<file path="src/rtl/etapa_decodificacion.sv">
`default_nettype none
// +----------------------------------------------------------------------------+
// | Module      : etapa_decodificacion                                         |
// | Description : MIPS instruction-decode stage with integrated 32-entry       |
// |               register file and ID/EX pipeline register. Decodes one       |
// |               instruction per cycle into the ALU function code and its two |
// |               operands.                                                    |
// | Ports       : clk, reset (async, active-high)                              |
// |               instr_in/valid_in   - instruction from IF/ID (0 = bubble)    |
// |               stall/flush         - ID/EX hold / bubble (flush wins)       |
// |               wb_en/wb_reg/wb_data - register-file write-back port         |
// |               Operando1/Operando2/Instruccion - registered ALU interface   |
// |               reg_dest/reg_write  - registered destination info            |
// |               valid_out           - ID/EX holds a real instruction         |
// |               ilegal              - one-cycle unsupported-instruction pulse|
// | Revision    : 1.0 - initial release                                        |
// +----------------------------------------------------------------------------+
module etapa_decodificacion #(
    parameter int bits = 32
) (
    input  logic            clk,
    input  logic            reset,
    input  logic [31:0]     instr_in,
    input  logic            valid_in,
    input  logic            stall,
    input  logic            flush,
    input  logic            wb_en,
    input  logic [4:0]      wb_reg,
    input  logic [bits-1:0] wb_data,
    output logic [bits-1:0] Operando1,
    output logic [bits-1:0] Operando2,
    output logic [5:0]      Instruccion,
    output logic [4:0]      reg_dest,
    output logic            reg_write,
    output logic            valid_out,
    output logic            ilegal
);

    // Opcodes
    localparam logic [5:0] c_op_rtype = 6'b000000;
    localparam logic [5:0] c_op_addiu = 6'b001001;
    localparam logic [5:0] c_op_sltiu = 6'b001011;
    localparam logic [5:0] c_op_andi  = 6'b001100;
    localparam logic [5:0] c_op_ori   = 6'b001101;
    localparam logic [5:0] c_op_xori  = 6'b001110;
    localparam logic [5:0] c_op_lui   = 6'b001111;

    // ALU function codes (identical to the R-type funct values)
    localparam logic [5:0] c_fn_addu  = 6'b100001;
    localparam logic [5:0] c_fn_subu  = 6'b100011;
    localparam logic [5:0] c_fn_and   = 6'b100100;
    localparam logic [5:0] c_fn_or    = 6'b100101;
    localparam logic [5:0] c_fn_xor   = 6'b100110;
    localparam logic [5:0] c_fn_nor   = 6'b100111;
    localparam logic [5:0] c_fn_sltu  = 6'b101011;

    // Instruction fields
    logic [5:0]  w_op;
    logic [4:0]  w_rs;
    logic [4:0]  w_rt;
    logic [4:0]  w_rd;
    logic [15:0] w_imm;
    logic [5:0]  w_funct;
    logic        w_unused;

    assign w_op     = instr_in[31:26];
    assign w_rs     = instr_in[25:21];
    assign w_rt     = instr_in[20:16];
    assign w_rd     = instr_in[15:11];
    assign w_imm    = instr_in[15:0];
    assign w_funct  = instr_in[5:0];
    // shamt is not used by any supported instruction
    assign w_unused = ^instr_in[10:6];

    // ------------------------------------------------------------------------
    // Register file. Entry 0 is never written, and reads of index 0 are forced
    // to zero anyway. Write-through makes a same-cycle write visible to decode.
    // ------------------------------------------------------------------------
    logic [bits-1:0] r_regs [32];
    logic [bits-1:0] w_rs_val;
    logic [bits-1:0] w_rt_val;

    always_ff @(posedge clk or posedge reset) begin
        if (reset) begin
            for (int i = 0; i < 32; i++) begin
                r_regs[i] <= '0;
            end
        end else if (wb_en && (wb_reg != 5'd0)) begin
            r_regs[wb_reg] <= wb_data;
        end
    end

    always_comb begin
        w_rs_val = '0;
        if (w_rs != 5'd0) begin
            if (wb_en && (wb_reg == w_rs)) begin
                w_rs_val = wb_data;
            end else begin
                w_rs_val = r_regs[w_rs];
            end
        end
    end

    always_comb begin
        w_rt_val = '0;
        if (w_rt != 5'd0) begin
            if (wb_en && (wb_reg == w_rt)) begin
                w_rt_val = wb_data;
            end else begin
                w_rt_val = r_regs[w_rt];
            end
        end
    end

    // ------------------------------------------------------------------------
    // Decode
    // ------------------------------------------------------------------------
    logic            w_legal;
    logic [5:0]      w_fn;
    logic [bits-1:0] w_op1;
    logic [bits-1:0] w_op2;
    logic [4:0]      w_dest;
    logic [bits-1:0] w_imm_sx;
    logic [bits-1:0] w_imm_zx;
    logic [bits-1:0] w_imm_hi;

    assign w_imm_sx = {{(bits-16){w_imm[15]}}, w_imm};
    assign w_imm_zx = {{(bits-16){1'b0}}, w_imm};

    always_comb begin
        w_imm_hi        = '0;
        w_imm_hi[31:16] = w_imm;
    end

    always_comb begin
        w_legal = 1'b0;
        w_fn    = 6'b000000;
        w_op1   = w_rs_val;
        w_op2   = w_rt_val;
        w_dest  = w_rt;
        case (w_op)
            c_op_rtype: begin
                w_dest = w_rd;
                case (w_funct)
                    c_fn_addu, c_fn_subu, c_fn_and, c_fn_or,
                    c_fn_xor, c_fn_nor, c_fn_sltu: begin
                        w_legal = 1'b1;
                        w_fn    = w_funct;
                    end
                    default: w_legal = 1'b0;
                endcase
            end
            c_op_addiu: begin
                w_legal = 1'b1;
                w_fn    = c_fn_addu;
                w_op2   = w_imm_sx;
            end
            c_op_sltiu: begin
                w_legal = 1'b1;
                w_fn    = c_fn_sltu;
                w_op2   = w_imm_sx;
            end
            c_op_andi: begin
                w_legal = 1'b1;
                w_fn    = c_fn_and;
                w_op2   = w_imm_zx;
            end
            c_op_ori: begin
                w_legal = 1'b1;
                w_fn    = c_fn_or;
                w_op2   = w_imm_zx;
            end
            c_op_xori: begin
                w_legal = 1'b1;
                w_fn    = c_fn_xor;
                w_op2   = w_imm_zx;
            end
            c_op_lui: begin
                // Executed on the ALU as 0 OR (imm << 16)
                w_legal = 1'b1;
                w_fn    = c_fn_or;
                w_op1   = '0;
                w_op2   = w_imm_hi;
            end
            default: w_legal = 1'b0;
        endcase
    end

    // ------------------------------------------------------------------------
    // ID/EX pipeline register. flush beats stall; a stall holds the operands
    // but never re-issues the ilegal pulse.
    // ------------------------------------------------------------------------
    always_ff @(posedge clk or posedge reset) begin
        if (reset) begin
            Operando1   <= '0;
            Operando2   <= '0;
            Instruccion <= 6'b000000;
            reg_dest    <= 5'd0;
            reg_write   <= 1'b0;
            valid_out   <= 1'b0;
            ilegal      <= 1'b0;
        end else if (flush) begin
            Operando1   <= '0;
            Operando2   <= '0;
            Instruccion <= 6'b000000;
            reg_dest    <= 5'd0;
            reg_write   <= 1'b0;
            valid_out   <= 1'b0;
            ilegal      <= 1'b0;
        end else if (stall) begin
            ilegal      <= 1'b0;
        end else if (!valid_in || !w_legal) begin
            Operando1   <= '0;
            Operando2   <= '0;
            Instruccion <= 6'b000000;
            reg_dest    <= 5'd0;
            reg_write   <= 1'b0;
            valid_out   <= 1'b0;
            ilegal      <= valid_in && !w_legal;
        end else begin
            Operando1   <= w_op1;
            Operando2   <= w_op2;
            Instruccion <= w_fn;
            reg_dest    <= w_dest;
            reg_write   <= (w_dest != 5'd0);
            valid_out   <= 1'b1;
            ilegal      <= 1'b0;
        end
    end

endmodule
`default_nettype wire

</file>
<file path="config.mk">
export PLATFORM = sky130hd
export DESIGN_NAME = etapa_decodificacion
export DESIGN_NICKNAME = d
export VERILOG_FILES = /design/src/rtl/etapa_decodificacion.sv
export SDC_FILE = /design/constraint.sdc
export NUM_CORES = 2
export LEC_CHECK = 0
export ABC_AREA = 0
export BUFFER_PORTS_ARGS = -buffer_cell sky130_fd_sc_hd__buf_2
export CAP_MARGIN = 40
export CORE_UTILIZATION = 25
export DETAILED_ROUTE_END_ITERATION = 8
export PLACE_DENSITY = 0.45
export SLEW_MARGIN = 20
export SYNTH_ARGS = -nofsm -noshare
export SYNTH_HDL_FRONTEND = slang
export SYNTH_SLANG_ARGS = --single-unit
</file>
<file path="constraint.sdc">
create_clock -name clk -period 45.5 [get_ports clk]
set_clock_uncertainty 0.1 [all_clocks]
set_input_delay 11.375 -clock clk [delete_from_list [all_inputs] [get_ports clk]]
set_output_delay 11.375 -clock clk [all_outputs]
set_load 0.03 [all_outputs]
</file>
==> flow_summary.yaml <==
sta:
  final.period_utilization_pct: 32.3
  fin_ws_ps: 30800
  slew_headroom_pct: 35.4
  max_freq_mhz: 68.0
  period_needed_ps: 14700
  tightest_slew_ps: 969
  hold_violations: 0
  drv_slew: 0
  setup_viol: 0
  fin_hold_ws_ps: 297
  fin_tns_setup_ps: 0
  rsz0062_at_grt: "no"
die:
  die_h_um: 487
  pin_count: 153
  design.die.area_mm2: 0.237
  fp.dieW_um: 487
  fp-row-count: 177
  start_util_pct: 25.2
  core_mm2: 0.233
setup_path:
  slowest_delay_ps: 700
  cp.arrival_ps: 15230
  crit_top_cell: "buf_4"
  critical_path_class: "in -> reg"
  crit_path_top_delay_cell: "buf_4"
  r2r_start: "r_regs[287]$_DFFE_PP0P_"
  crit_start: "instr_in[22]"
  worst_setup_path_start_kind: "input port"
  crit_chain: "buf_8 -> buf_4 -> buf_4 -> buf_4 -> mux4_2 -> mux4_2 -> mux2i_1 -> o21ai_1"
  end_kind: "flop"
  crit_required_ps: 46030
  cp_max_fo: 43
global_routing:
  antenna_found_initial: 13
  grt_overflow_total: 0
  grt_pass1_wl_um: 333000
  first_global_vias: 40303
  grt_max_degree: 164
  grt_usage_pct: 19.8
drt:
  avgViaCountPerCell: 5.34
  wl_per_cell_um: 32.2
  wl_met1_um: 103000
  drc_errors: 0
  drtIter0Drc: 3346
  vias: 39018
  wl_um: 235000
  drt_pre_antenna_iters: 5
  met3_length_um: 10900
  drtAntennaViolNets: 0
  routed.top_layer: "met5"
  wl_met2_um: 110000
yosys:
  ys_top_cells_by_count: "dfrtp_1, mux2_2, mux4_2"
  async_reset_ff_share_pct: 100
  yosysMostFrequentCell: "dfrtp_1"
  yosysSeqAreaShare_pct: 46.9
  syn_area_mm2: 0.0588
  synth_fp_nets: 4148
  synth_area_leader_cell: "dfrtp_1"
  syn_avg_cell_area_um2: 14.4
  ys_seq_elements: 1102
  yosysWarnings: 0
  netlist.area_leader.share_pct: 46.9
  synth_edf_count: 0
  syn_inst: 4073
  synth_area_leaders: "dfrtp_1, mux2_2, mux4_2"
  synth_cell_type_count: 63
  synth_flop_cell: "dfrtp_1"
pwr:
  p_int_mw: 2.15
  seqPwrFrac_pct: 43.5
  power_density_mw_per_mm2: 43.6
  switchingPower_mw: 0.816
  vdd.ir_drop.worst_v: 0.0000386
  total_power_mw: 2.97
  p_sw_share_pct: 27.5
  clkPwrFrac_pct: 38.0
  pwr-share-comb_pct: 18.5
  leakage_nw: 29.1
cts:
  cts_setup_buffers: 0
  ctsResizeCount: 0
  cts_root_buffer: "clkbuf_16"
  htreeDepth: 4
  clockBufferDepth: 3
  cts_hold_buffers: 0
  clk_pin_slew_worst_paths_ps: 50
  cts_buffers: 140
  cts_tree: "built"
  cts.sink_count: 1102
  clk_latency_ps: 770
layout:
  regArea_mm2: 0.0276
  fin_util_pct: 29.2
  syn_to_final_growth_pct: 15.6
  stdcell_count: 7307
  multiInputGateArea_mm2: 0.0292
  drive_above_1_share_pct: 48.7
  final.fill_count: 23410
  layout.nets: 4132
  stdcell_area_mm2: 0.0680
flow_run:
  drv_cap: 0
placement:
  place_inst: 7039
  place.gp.congestion: 0.805
  dp_hpwl_um: 145000
  place_ws_ps: 29610
  dpl_cell_area_mm2: 0.0631
  numPortBuffers: 152
min_path:
  worst_hold_path_type: "reg -> reg"
  hp-start: "r_regs[994]$_DFFE_PP0P_"
status:
  status: "completed"
==> metal layers <==
| layer | track usage, % | vias up |
|---|---|---|
| met5 | 0 | - |
| met4 | 8.68 | 2 |
| met3 | 2.62 | 410 |
| met2 | 31.6 | 1369 |
| met1 | 26.8 | 21558 |
| li1 | - | 15679 |
==> flip-flops by register name, summed over array words and instances, names as in the netlist <==
signal,flops
Operando2,32
reg_dest,5
ilegal,1
valid_out,1
Instruccion,6
Operando1,32
reg_write,1
r_regs,1024
==> cells in the final DEF (no fill, tap or decap), types with 9 or more instances in the layout <==
cell,synthesis,layout
a31oi_1,10,10
o221ai_1,20,20
mux2i_1,290,290
nand2_4,0,15
clkbuf_1,220,35
clkbuf_8,0,37
clkinv_2,0,21
a211oi_1,33,33
nor2_1,82,65
dfrtp_1,1102,1102
mux4_2,436,436
buf_4,57,100
o22ai_1,49,49
mux2_2,1014,1014
buf_16,0,27
nor2_4,0,17
nor3_1,21,21
clkbuf_16,0,147
nor4_1,15,14
nand2b_1,10,9
o21ai_0,36,36
nand3_1,35,35
nand4_1,11,11
buf_12,0,10
nor2b_1,20,17
buf_2,85,145
a221oi_1,11,11
o21ai_1,39,37
a22oi_1,50,50
a21oi_1,80,80
nand2_1,92,75
a22o_1,19,19
a32oi_1,33,33
==> critical path, delay by kind of cell <==
family | cells | cell delay [ps]
multiplexers | 3 | 1250
buffers and inverters | 4 | 2360
AO/OA/AOI/OAI | 1 | 80
==> power groups by stage <==
stage	clock network, mW	registers (mW)	logic [mW]
floorplan	0	1.26	0.430
global placement	0	1.30	0.536
detailed placement	0	1.30	0.548
CTS	1.15	1.29	0.550
global route	1.19	1.31	0.587
finish	1.13	1.29	0.547
==> path summary, 6_finish.rpt <==
kind / depth (start not counted) / slack, ps / to
worst max-delay path: 8 / 30800 / Operando1[11]$_DFFE_PP0P_
max in group asynchronous: 6 / 32320 / r_regs[653]$_DFFE_PP0P_
worst min-delay path: 0 / 300 / r_regs[994]$_DFFE_PP0P_
worst min register to register: 0 / 300 / r_regs[994]$_DFFE_PP0P_
worst max register to register: 5 / 43220 / Operando2[31]$_DFFE_PP0P_
min in group asynchronous: 2 / 10590 / r_regs[88]$_DFFE_PP0P_
==> area by class of cell <==
cell class,instances,area share (%)
inverter,4,0.0368
clock buffer,219,6.35
sequential,1102,40.6
multi-input combinational,2517,43.0
tap,3132,5.76
clock inverter,33,0.486
timing repair buffer,292,3.75
antenna,8,0.0294
==> logic make-up after synthesis <==
logic type | count (synthesis) | share of synthesized area [%]
muxes | 1740 | 41.1
xor gates and xnor gates | 11 | 0.164
AOI/OAI and AO/OA | 433 | 5.11
and+or+nand+nor | 333 | 2.82
buffers and inverters | 454 | 3.94
DFF | 1102 | 46.9
(Power assumes the default switching activity.)
